==> config.mk <==
export PLATFORM = sky130hd
export DESIGN_NAME = rect_plotter
export DESIGN_NICKNAME = d
export VERILOG_FILES = /design/src/rtl/rect_plotter.sv
export SDC_FILE = /design/constraint.sdc
export NUM_CORES = 1
export LEC_CHECK = 0
export CORE_UTILIZATION = 40
export CTS_BUF_LIST = sky130_fd_sc_hd__clkbuf_16
export DETAILED_ROUTE_END_ITERATION = 10
export PLACE_DENSITY = 0.63
export SYNTH_ARGS = -nofsm -noshare
export SYNTH_HDL_FRONTEND = slang
export SYNTH_SLANG_ARGS = --single-unit
==> constraint.sdc <==
create_clock -name clock -period 2.49 [get_ports clock]
set_clock_uncertainty 0.05 [all_clocks]
set_input_delay 0.3735 -clock clock [delete_from_list [all_inputs] [get_ports clock]]
set_output_delay 0.3735 -clock clock [all_outputs]
set_load 0.05 [all_outputs]
==> src/rtl/rect_plotter.sv <==
// Rectangle / full-screen clear engine feeding the 160x120 VGA adapter pixel-write port.
// Emits one registered candidate pixel per clock; first pixel one edge after command accept, no backpressure.
module rect_plotter #(
  parameter int SCREEN_W = 160,
  parameter int SCREEN_H = 120,
  parameter int X_W      = 8,
  parameter int Y_W      = 7,
  parameter int DIM_W    = 5,
  parameter int COL_W    = 3
) (
  input  logic             clock,
  input  logic             reset,
  input  logic             start,
  input  logic             clear,
  input  logic [X_W-1:0]   x_in,
  input  logic [Y_W-1:0]   y_in,
  input  logic [DIM_W-1:0] w_in,
  input  logic [DIM_W-1:0] h_in,
  input  logic [COL_W-1:0] colour_in,
  input  logic             fill,
  output logic             busy,
  output logic             done,
  output logic [X_W-1:0]   x,
  output logic [Y_W-1:0]   y,
  output logic [COL_W-1:0] colour,
  output logic             plot
);

  typedef enum logic [1:0] {IDLE, CLEAR, RECT, DONE} state_t;

  localparam logic [X_W-1:0] LAST_CX = X_W'(SCREEN_W - 1);
  localparam logic [Y_W-1:0] LAST_CY = Y_W'(SCREEN_H - 1);
  localparam logic [X_W:0]   LIM_X   = (X_W+1)'(SCREEN_W);
  localparam logic [Y_W:0]   LIM_Y   = (Y_W+1)'(SCREEN_H);

  state_t state_q, state_d;

  logic [X_W-1:0]   x0_q, x0_d, dx_q, dx_d;
  logic [Y_W-1:0]   y0_q, y0_d, dy_q, dy_d;
  logic [DIM_W-1:0] w_q, w_d, h_q, h_d;
  logic [COL_W-1:0] col_q, col_d;
  logic             fill_q, fill_d;

  logic             busy_q, busy_d, done_q, done_d, plot_q, plot_d;
  logic [X_W-1:0]   x_q, x_d;
  logic [Y_W-1:0]   y_q, y_d;
  logic [COL_W-1:0] colour_q, colour_d;

  logic [X_W:0] sum_x;
  logic [Y_W:0] sum_y;
  logic         last_x, last_y, edge_px, on_screen;

  // Sums carry one extra bit so off-screen pixels are clipped rather than wrapped.
  assign sum_x     = {1'b0, x0_q} + {1'b0, dx_q};
  assign sum_y     = {1'b0, y0_q} + {1'b0, dy_q};
  assign on_screen = (sum_x < LIM_X) && (sum_y < LIM_Y);
  assign last_x    = (state_q == CLEAR) ? (dx_q == LAST_CX) : ((dx_q + X_W'(1)) == X_W'(w_q));
  assign last_y    = (state_q == CLEAR) ? (dy_q == LAST_CY) : ((dy_q + Y_W'(1)) == Y_W'(h_q));
  assign edge_px   = (dx_q == '0) || last_x || (dy_q == '0) || last_y;

  always_comb begin
    state_d  = state_q;
    x0_d     = x0_q;
    y0_d     = y0_q;
    w_d      = w_q;
    h_d      = h_q;
    col_d    = col_q;
    fill_d   = fill_q;
    dx_d     = dx_q;
    dy_d     = dy_q;
    busy_d   = 1'b0;
    done_d   = 1'b0;
    plot_d   = 1'b0;
    x_d      = '0;
    y_d      = '0;
    colour_d = '0;

    case (state_q)
      IDLE: begin
        if (clear) begin
          // A clear is a full-screen filled scan anchored at the origin.
          col_d   = colour_in;
          x0_d    = '0;
          y0_d    = '0;
          fill_d  = 1'b1;
          dx_d    = '0;
          dy_d    = '0;
          state_d = CLEAR;
        end else if (start) begin
          x0_d    = x_in;
          y0_d    = y_in;
          w_d     = w_in;
          h_d     = h_in;
          col_d   = colour_in;
          fill_d  = fill;
          dx_d    = '0;
          dy_d    = '0;
          state_d = ((w_in == '0) || (h_in == '0)) ? DONE : RECT;
        end
      end

      CLEAR, RECT: begin
        busy_d   = 1'b1;
        x_d      = sum_x[X_W-1:0];
        y_d      = sum_y[Y_W-1:0];
        colour_d = col_q;
        plot_d   = on_screen && (fill_q || edge_px);
        if (last_x) begin
          dx_d = '0;
          if (last_y) begin
            state_d = DONE;
          end else begin
            dy_d = dy_q + Y_W'(1);
          end
        end else begin
          dx_d = dx_q + X_W'(1);
        end
      end

      DONE: begin
        done_d  = 1'b1;
        state_d = IDLE;
      end

      default: state_d = IDLE;
    endcase
  end

  always_ff @(posedge clock) begin
    if (!reset) begin
      state_q  <= IDLE;
      x0_q     <= '0;
      y0_q     <= '0;
      w_q      <= '0;
      h_q      <= '0;
      col_q    <= '0;
      fill_q   <= 1'b0;
      dx_q     <= '0;
      dy_q     <= '0;
      busy_q   <= 1'b0;
      done_q   <= 1'b0;
      plot_q   <= 1'b0;
      x_q      <= '0;
      y_q      <= '0;
      colour_q <= '0;
    end else begin
      state_q  <= state_d;
      x0_q     <= x0_d;
      y0_q     <= y0_d;
      w_q      <= w_d;
      h_q      <= h_d;
      col_q    <= col_d;
      fill_q   <= fill_d;
      dx_q     <= dx_d;
      dy_q     <= dy_d;
      busy_q   <= busy_d;
      done_q   <= done_d;
      plot_q   <= plot_d;
      x_q      <= x_d;
      y_q      <= y_d;
      colour_q <= colour_d;
    end
  end

  assign busy   = busy_q;
  assign done   = done_q;
  assign plot   = plot_q;
  assign x      = x_q;
  assign y      = y_q;
  assign colour = colour_q;

endmodule

---- Word level (Yosys, flattened, before mapping) ----
Index checks and enable logic that the tools add are counted.
cells by class
  multipliers ............................. 0
  divide/modulo/power cells ............... 0
  magnitude comparators ................... 2
  reductions and logical operators ........ 21
  shift operators ......................... 0
  multiplexer cells ....................... 27
  eq/ne operators ......................... 11
  bitwise logic cells ..................... 1
  $add $sub $neg .......................... 4
operator list
  operator                                            number
  2-to-1 mux 7 bit                                    6
  2-to-1 mux 8 bit                                    5
  case mux 8 bit (2 select lines)                     1
  case mux 7 bit (2 select lines)                     1
  logical NOT 5 bit                                   2
  adder 8 x 8 -> 9 bit                                1
  < comparator 9 x 8 -> 1 bit, second input constant  1
  adder 7 x 7 -> 8 bit                                1
  adder 8 x 1 -> 8 bit, second input constant         1
  == test 8 x 5 -> 1 bit                              1
  == test 8 bit, second input constant                1
  logical NOT 8 bit                                   1
  < comparator 8 x 7 -> 1 bit, second input constant  1
  2-to-1 mux 2 bit                                    4
  adder 7 x 1 -> 7 bit, second input constant         1
  == test 7 x 5 -> 1 bit                              1
  == test 7 bit, second input constant                1
  logical NOT 7 bit                                   1
  2-to-1 mux 1 bit                                    7
  2-to-1 mux 3 bit                                    2
  != test 2 bit, second input constant                3
  case mux 2 bit (3 select lines)                     1
  AND reduction 2 bit                                 3
  AND reduction 3 bit                                 2
  other kinds (10)                                    17
storage, ports and cells
  memory bits (read-only) ................. 0
  memories ................................ 0
  word-level logic and storage cells ...... 81
  output and inout port bits .............. 21
  bits of input ports ..................... 33
  flip-flop bits (word level) ............. 67
  bits in writable memories ............... 0
  bits in latches ......................... 0

---- Longest topological paths before layout ----
  word-level depth ........................ 8
  depth in mapped cells ................... 10

---- Worst setup path after synthesis ----
No wires, ideal clock.
  path kind ............................... register -> register
  start ................................... reg dx_q[0]
  end ..................................... reg dy_q[5]
  path slack .............................. 164 ps
  arrival ................................. 2160 ps
  cell stages (with the launch flop) ...... 10
  period minus slack after synthesis ...... 2326 ps
  cell sequence ........................... dfxtp_1 > ha_1 > buf_4 > and4_4 > and3_1 > o211ai_1 > a22o_4 > o31ai_4 > a21oi_1 > a41o_1
between the ends
  longest elaborated chain between the ends .. 5
  elaborated cells on any way between the ends .. 6
  those cells by class .................... add/sub (1); eq/ne (3); mux (1); reduce/logical (1)
RTL lines
  item                                      line  source
  start: declaration                        38    logic [X_W-1:0] x0_q, x0_d, dx_q, dx_d;
  start signal: assignment                  138   dx_q <= '0;
  start signal: assignment                  154   dx_q <= dx_d;
  adder 8 x 1 -> 8 bit                      57    assign last_x = (state_q == CLEAR) ? (dx_q == LAST_CX) : ((dx_q + X_W'(1)) == X_W'(w_q));
  == test 8 x 5 -> 1 bit                    57
  2-to-1 mux 1 bit (*)                      57
  != test 2 bit (no source line) (*)        -
  AND reduction 4 bit (no source line) (*)  -
  end signal: assignment                    155   dy_q <= dy_d;
  end: declaration                          39    logic [Y_W-1:0] y0_q, y0_d, dy_q, dy_d;
Mark *: on every way between the ends. The rest lies on a longest branch, timed or not.
A chain may end at the register's enable or synchronous reset.

---- Worst setup path after layout ----
  start ................................... reg dx_q[2]
  end ..................................... reg dy_q[5]
The elaborated chain is that of the path after synthesis.

==> results.md <==
- TritonCTS buffer count: 9
- Hold_ws: 411 ps
- Slew Viols, Final: 0
- First-pass GRT wire length: 14,900 microns
- CTS Hold Buffers Added: 0
- Root Buffer: clkbuf_16
- RePlAce Congestion: 0.864
- Avg WL per Cell: 14.9 microns
- CP cell instances: and4_4, and3_1, o211ai_1, a22o_4, o31ai_4, a21oi_1, a41o_1
- Worst skew pair latency: 330 ps
- Worst r2r src: dx_q[2]$_SDFFE_PN0P_
- H-tree level count: 3
- Total GRT Usage: 19.7%
- Sequential area share after synthesis: 36.7%
- Sw Ratio: 33.5%
- DPL Wire Length: 6510 microns
- Die height: 97.6 microns
- FF-to-FF path depth: 7
- Distinct cell type count after synthesis: 58
- Finished Cell Area: 4660 sq um
- Async set-reset flop share out of synthesis: 0%
- Post-synthesis cell area: 3660 sq um
- Max Fanout on Critical Path: 11
- Syn Nets: 484
- R2R setup slack: 100 ps
- Status: finished, violations left
- Post-synth EDFFs: 0
- Pwr Density: 758 nW/um^2
- Initial Util: 41.5%
- Lkg Pwr: 1.77 nW
- Sw Pwr: 1.18 mW
- VDD IR-drop max: 453 uV
- CTS max path bufs: 2
- Largest net degree at the start of global routing: 36
- Gr ovfl total: 0
- Synth Register Bits: 67
- Tmin final: 2390 ps
- Core area: 8810 sq um
- Critical Setup Path Class: flop to flop
- Max Freq: 419 MHz
- Final worst slack: 105 ps
- Final setup violation count: 0
- Slowest stage delay, CP: 570 ps
- Pre-antenna DRT Iters: 7
- WHS Path Cells: 2
- Max-Cap Viols: 0
- Overall Power: 3.54 mW
- RR Endpoint: dy_q[5]$_SDFFE_PN0P_
- Combinational Power Share: 30.6%
- Setup TNS: 0 ps
- Unrepaired setup endpoints after global routing: yes
- DR vias: 3,195
- Worst Hold End: col_q[2]$_SDFFE_PN0P_
- Main synth FF type: dfxtp_1
- Vias in the first global route: 2,992
- Synth-to-layout area growth: 27.6%
- # DRC: 12
- Final Cycle Share: 95.8%
- Pre-CTS WS: -104 ps
- Layout cells sized above 1: 9.61%
- Die area: 9530 sq um
- Highest-delay cell along the critical path: dfxtp_1
- Initial antenna violation count: 0
- Rows: 34
- Relative slew slack: 64.9%
- Fin. Hold Viols: 0
- Most common cell after layout, fill and taps aside: dfxtp_1
- Slew @ Worst Pin: 525 ps
- Synth Instances: 427
- Layout Nets: 541
- Hold Crit Start: col_q[2]$_SDFFE_PN0P_
- Synth Warn #: 0
- CTS clk-pin slew, worst paths: 50 ps
- TritonCTS clock tree: built
- CTS Sinks: 67
- # diodes: 0
- I/O pin cnt: 54
- Required time at the worst-slack endpoint: 2660 ps
- Syn_area_per_cell: 8.56 sq um
- Vias per cell: 5.35
- Clock power share: 34.5%
- Hold Crit Class: flop to flop
- Crit path DAT: 2550 ps
- DRT iter0 DRCs: 123
- Register share of total power: 34.9%
- Internal power: 2.35 mW
- Violated checks: design-rule violations
- CP Launch Type: flop
- Post-DP Area: 4320 sq um
- Port bufs: 53
- CP endpoint kind: flop
- Number of nets with antenna violations after routing: 0
- Routed wire length: 8890 microns
- DIE WIDTH: 97.6 microns
- Most frequent cells in the layout: 63 x dfxtp_1, 55 x nand2_1, 53 x clkdlybuf4s50_1, 20 x inv_1, 20 x ha_1
==> cell usage after synthesis, drive strengths merged (4+ instances only) <==
master  count  area share (%)
a211oi      4            0.82
a21boi     17             3.5
a21oi      17             2.3
a22oi      17             3.5
and2        9             1.5
and3        8             1.4
buf         6             1.2
clkbuf     16             1.6
dfxtp      67              37
ha         22             7.5
inv        19             2.0
nand2      55             5.6
nand2b      4            0.68
nand3      15             2.2
nand4       4            0.68
nor2       19             2.0
nor2b      19             3.3
nor3       13             1.8
nor4        4            0.68
o21a       11             2.3
o21ai      20             2.7
xnor2      12             2.9
xor2        7             1.9
==> registers in the layout, indices dropped and copies added, names as in the netlist <==
signal / flops
col_q: 3
x: 8
w_q: 5
plot: 1
dx_q: 8
y: 7
fill_q: 1
h_q: 5
busy: 1
x0_q: 8
state_q: 2
dy_q: 7
done: 1
colour: 3
y0_q: 7
==> cell type report <==
| type | count | area [sq um] |
|---|---|---|
| clock buffer | 9 | 225 |
| clock inverter | 7 | 60.1 |
| fill | 835 | 4140 |
| inverter | 19 | 71.3 |
| multi-input combinational | 319 | 2180 |
| sequential | 67 | 1350 |
| tap | 108 | 135 |
| timing repair buffer | 68 | 643 |
==> layer usage <==
metal	vias to the layer above	share of wire, %	global-route usage (%)
li1	1628	-	-
met3	11	5.2	4.39
met5	-	0	0
met4	0	0.99	4.55
met1	1473	50	26.7
met2	83	44	31.9
==> how the worst max path moves through the flow <==
| stage | startpoint | slack (ps) | to |
|---|---|---|---|
| 5_1_grt | dy_q[0]$_SDFFE_PN0P_ | -2 | dy_q[1]$_SDFFE_PN0P_ |
| 3_5_place_dp | dx_q[1]$_SDFFE_PN0P_ | -100 | dy_q[2]$_SDFFE_PN0P_ |
| 2_1_floorplan | dx_q[0]$_SDFFE_PN0P_ | 160 | dy_q[5]$_SDFFE_PN0P_ |
| 6_report | dx_q[2]$_SDFFE_PN0P_ | 100 | dy_q[5]$_SDFFE_PN0P_ |
| 4_1_cts | dy_q[0]$_SDFFE_PN0P_ | 7 | dy_q[1]$_SDFFE_PN0P_ |
| 3_3_place_gp | dx_q[1]$_SDFFE_PN0P_ | -10 | dy_q[2]$_SDFFE_PN0P_ |
==> cell families after synthesis <==
kind of cell | Yosys count | share of synthesized area [%]
and+or+nand+nor | 162 | 22.6
AOI/OAI and AO/OA | 112 | 21.7
DFF | 67 | 36.7
buffers and inverters | 41 | 4.76
adders and majority gates | 24 | 8.62
xor gates and xnor gates | 20 | 5.41
muxes | 1 | 0.274
==> power groups by stage <==
stage	Sequential, mW	Combinational, mW	Clock (mW)
after global routing	1.25	1.20	1.30
after CTS	1.23	1.05	1.24
after global placement	1.25	1.04	0
after detailed placement	1.25	1.04	0
final	1.23	1.08	1.22
after floorplan	1.31	0.594	0
==> worst max-delay path, delay by kind of cell, from the launching register on <==
| family | cells | cell delay [ps] |
|---|---|---|
| and+or+nand+nor | 2 | 490 |
| AOI/OAI and AO/OA | 5 | 1160 |
| DFF | 1 | 570 |
==> repair_timing <==
action	4_1_cts	5_1_grt
endpoints found under the hold margin	0	0
setup endpoints to repair	8	11
gates resized for setup	2	9
setup buffers	0	2
pin swaps	1	4
==> through the flow <==
| step | util, % | cells |
|---|---|---|
| after floorplan | - | 427 |
| after global placement | 49.0 | 579 |
| after detailed placement | 49.0 | 579 |
| after CTS | 52.3 | 595 |
| after global routing | 53.0 | 597 |
| final | 53.0 | 597 |
Power figures use the tool's default switching activity.
